## src/rtl/dpram_pkg.sv

```systemverilog
// Shared sizing for the 16x8 dual-port RAM and its FIFO controller.
package dpram_pkg;
  localparam int DW    = 8;
  localparam int AW    = 4;
  localparam int DEPTH = 2 ** AW;

  typedef logic [AW:0] ptr_t;
endpackage

```

## src/rtl/dpram_fifo_ctrl.sv

```systemverilog
// First-word-fall-through FIFO controller in front of a 1-cycle-latency dual-port RAM.
// The RAM's r_data register acts as the output stage, giving DEPTH+1 words of storage.
module dpram_fifo_ctrl
  import dpram_pkg::*;
#(
  parameter int DW           = dpram_pkg::DW,
  parameter int AW           = dpram_pkg::AW,
  parameter int AFULL_THRESH = 12
) (
  input  logic          clk,
  input  logic          rst,
  input  logic          flush,
  input  logic          in_valid,
  output logic          in_ready,
  input  logic [DW-1:0] in_data,
  output logic          out_valid,
  input  logic          out_ready,
  output logic [DW-1:0] out_data,
  output logic [AW:0]   level,
  output logic          almost_full,
  output logic          ram_enb,
  output logic          ram_wr,
  output logic          ram_rd,
  output logic [AW:0]   ram_w_addr,
  output logic [AW:0]   ram_r_addr,
  output logic [DW-1:0] ram_w_data,
  input  logic [DW-1:0] ram_r_data
);

  logic [AW:0] wp;
  logic [AW:0] rp;
  logic        ov;
  logic        ram_empty;
  logic        ram_full;

  // Extra wrap bit distinguishes full (MSB differs, index equal) from empty.
  assign ram_empty = (wp == rp);
  assign ram_full  = ((wp ^ rp) == {1'b1, {AW{1'b0}}});

  // in_ready depends only on state and flush, never on out_ready.
  assign in_ready = !ram_full && !flush;
  assign ram_wr   = in_valid && in_ready && !rst;

  // Refill r_data whenever it is empty or being consumed this cycle.
  assign ram_rd   = !ram_empty && !flush && (!ov || out_ready) && !rst;
  assign ram_enb  = ram_wr || ram_rd;

  assign ram_w_addr = wp;
  assign ram_r_addr = rp;
  assign ram_w_data = in_data;

  assign out_valid   = ov;
  assign out_data    = ram_r_data;
  assign level       = (wp - rp) + {{AW{1'b0}}, ov};
  assign almost_full = (level >= (AW+1)'(AFULL_THRESH));

  always_ff @(posedge clk or posedge rst) begin
    if (rst) begin
      wp <= '0;
      rp <= '0;
      ov <= 1'b0;
    end else if (flush) begin
      wp <= '0;
      rp <= '0;
      ov <= 1'b0;
    end else begin
      if (ram_wr) wp <= wp + 1'b1;
      if (ram_rd) rp <= rp + 1'b1;
      ov <= ram_rd ? 1'b1 : (ov && !out_ready);
    end
  end

endmodule

```

## config.mk

```make
export PLATFORM = sky130hd
export DESIGN_NAME = dpram_fifo_ctrl
export DESIGN_NICKNAME = d
export VERILOG_FILES = /design/src/rtl/dpram_pkg.sv /design/src/rtl/dpram_fifo_ctrl.sv
export SDC_FILE = /design/constraint.sdc
export NUM_CORES = 1
export LEC_CHECK = 0
export ABC_AREA = 1
export CAP_MARGIN = 20
export CELL_PAD_IN_SITES_DETAIL_PLACEMENT = 0
export CELL_PAD_IN_SITES_GLOBAL_PLACEMENT = 2
export CORE_UTILIZATION = 21
export DETAILED_ROUTE_END_ITERATION = 7
export GPL_TIMING_DRIVEN = 0
export PLACE_DENSITY = 0.89
export SYNTH_ARGS = -nofsm -noshare
export SYNTH_HDL_FRONTEND = slang
export SYNTH_SLANG_ARGS = --single-unit
```

## constraint.sdc

```tcl
create_clock -name clk -period 4.3 [get_ports clk]
set_input_delay 0.86 -clock clk [delete_from_list [all_inputs] [get_ports clk]]
set_output_delay 0.86 -clock clk [all_outputs]
set_load 0.005 [all_outputs]
```

==> results.json <==
{
  "post-route-cell-area_mm2": 0.00167,
  "core_area_mm2": 0.00514,
  "hpwlAfterDp_mm": 2.24,
  "ir_drop_v": 0.000153,
  "cp_data_arrival_time_ps": 2660,
  "ys_warn_count": 0,
  "cts.path.max_buffers": 2,
  "die_x_um": 75.2,
  "finalHoldViolations": 0,
  "rsz0062_at_grt": "false",
  "clkTransAtPathRegs_ps": 50,
  "drive_gt1_share_pct": 16.0,
  "tritoncts": "built",
  "cp_top_family": "adder cells",
  "crit_path_max_fanout": 6,
  "fin_nets": 239,
  "worst_slew_pin_slew_ps": 537,
  "synth_flop_cell": "dfrtp_1",
  "wl_met3_um": 181,
  "ys_top_cells_by_count": "nand2_1 (48), inv_1 (21), nand3_1 (19)",
  "gp_congestion": 0.747,
  "first_global_vias": 1016,
  "syn_area_per_cell_um2": 6.99,
  "globalRouteOverflowTotal": 0,
  "ant_nets": 0,
  "cts_hold_buf": 0,
  "syn_nets": 193,
  "crit_buf_inv": 4,
  "crit_chain": "inv_1 -> ha_1 -> inv_1 -> ha_1 -> inv_1 -> fa_1 -> nand3b_1 -> nand2_1 -> nand3_1 -> nand2_1 -> nand2_1 -> clkdlybuf4s50_1",
  "tns_ps": 0,
  "synth.top_cell.area_share_pct": 24.5,
  "setup_violations": 0,
  "port_buffers": 41,
  "fin_crit_sh_pct": 81.9,
  "avgViaCountPerCell": 3.99,
  "syn_to_final_growth_pct": 48.3,
  "maxCapViolations": 0,
  "finClkSkew_ps": 3.87,
  "start_kind": "flip-flop",
  "drv_slew": 0,
  "synth_cell_type_count": 19,
  "numCtsBuffers": 3,
  "crit_type": "flip-flop to output pin",
  "nFillCells": 598,
  "hp-class": "flip-flop to flip-flop",
  "clk_root_buffer_cell": "clkbuf_8",
  "finalCriticalPeriod_ps": 3520,
  "fp.dieH_um": 75.2,
  "post_cts_buffers": 0,
  "drc": 0,
  "place_area_mm2": 0.00162,
  "clkSinkCount": 11,
  "relSlewSlack_pct": 64.2,
  "via_count": 1102,
  "dp.cells": 272,
  "p_per_area_mw_per_mm2": 257,
  "syn_area_mm2": 0.00112,
  "ctsResizeCount": 0,
  "grt_pass1_wl_mm": 4.58,
  "diodes": 0,
  "highest_layer": "met4",
  "grt_start_max_net_pins": 13,
  "layout.cells.non_filler": 276,
  "seq_area_frac_synth_pct": 24.5,
  "synthArstFlopShare_pct": 100,
  "grt.total_usage_pct": 10.6,
  "synth.largest_area_cell": "dfrtp_1",
  "drt_iter0_markers": 31,
  "netlist_top_cells_area": "dfrtp_1 (24%), nand2_1 (16%), ha_1 (11%)",
  "seqCellArea_um2": 275,
  "wl_met1_mm": 1.32,
  "first_pass_iters": 4,
  "end_kind": "output pin",
  "ys_seq_elements": 11,
  "outcome": "finished clean",
  "critPathRequiredTime_ps": 3440,
  "antenna_found_initial": 0,
  "rows": 26,
  "synth_edf_count": 0,
  "ios": 58,
  "slowest_stage": "dfrtp_1",
  "initial_core_util_pct": 21.9,
  "wl_met2_mm": 1.18,
  "wirelength_mm": 2.72,
  "yosysMostFrequentCell": "nand2_1",
  "dieArea_mm2": 0.00565,
  "power_leakage_nw": 0.875,
  "cts_htree_levels": 1,
  "fmax_mhz": 284,
  "multi_input_area_um2": 622,
  "avgRoutedWirePerCell_um": 9.86,
  "critical-path-max-stage-delay_ps": 440,
  "synthCells": 161,
  "clk_latency_ps": 240
}
[layer usage]
metal / up-vias / GRT usage, %
met1: 468 / 14.2
met5: - / 0
met4: 0 / 3.70
met3: 5 / 1.47
met2: 45 / 17.4
li1: 584 / -
[layout by cell type, fill, tap and decap left out]
cell | netlist | layout
buf_2 | 2 | 2
clkbuf_1 | 0 | 1
ha_1 | 10 | 10
nor2_4 | 2 | 2
a21oi_1 | 1 | 1
nand2_4 | 3 | 3
and2_1 | 1 | 1
fa_1 | 1 | 1
nand4_1 | 6 | 6
clkdlybuf4s50_1 | 0 | 41
dfrtp_1 | 11 | 11
nand2_1 | 48 | 48
inv_4 | 3 | 3
nand3b_1 | 2 | 2
clkbuf_8 | 0 | 3
buf_4 | 16 | 16
nor2_1 | 8 | 8
xor2_1 | 2 | 2
inv_1 | 21 | 21
xnor2_1 | 1 | 1
nand3_1 | 19 | 19
nand2_2 | 4 | 4
[cells by family after synthesis]
kind of cell | count (synthesis) | synth area share [%]
simple gates | 93 | 39.6
buf+inv | 42 | 20.2
fa+ha+maj | 11 | 12.9
flops | 11 | 24.5
xor+xnor | 3 | 2.34
compound gates | 1 | 0.445
[flip-flops by register name (all words and copies together) (netlist names)]
| register | count |
|---|---|
| out_valid | 1 |
| ram_w_addr | 5 |
| ram_r_addr | 5 |
[power breakdown]
part           internal (mW)  switching, mW
clock                 0.0651         0.0390
sequential             0.110         0.0113
combinational          0.119         0.0841
total                  0.293          0.134
[layout make-up]
class,instances,area share (%)
buffer,18,7.80
clock buffer,4,2.70
inverter,24,5.85
multi-input combinational,108,37.3
sequential,11,16.5
tap,70,5.25
timing repair buffer,41,24.6
[tightest hold or removal path, cell delays in order (launching register included)]
cell	delay, ps
dfrtp_1	420
nand3_1	90
nand2_1	70
[stage by stage]
step	power, mW	util, %	worst slack (ps)	hold slack (ps)
5_1_grt	0.463	32.4	574	678
4_1_cts	0.437	32.4	747	624
3_3_place_gp	0.329	31.6	795	602
3_5_place_dp	0.329	31.6	767	613
2_1_floorplan	0.224	-	1620	573
6_report	0.428	32.4	779	613
[path summary, 6_finish.rpt]
| check | start | endpoint | slack (ps) | depth (start not counted) |
|---|---|---|---|---|
| setup reg to reg | ram_r_addr[2] | ram_w_addr[4] | 2620 | 10 |
| setup / recovery | ram_w_addr[0] | almost_full | 780 | 12 |
| hold reg to reg | ram_r_addr[3] | ram_r_addr[3] | 610 | 2 |
| max in group asynchronous | rst | ram_w_addr[3] | 2980 | 2 |
| hold / removal | ram_r_addr[3] | ram_r_addr[3] | 610 | 2 |
| min in group asynchronous | rst | ram_r_addr[4] | 970 | 2 |
No activity file was read; power rests on OpenSTA's default activity.
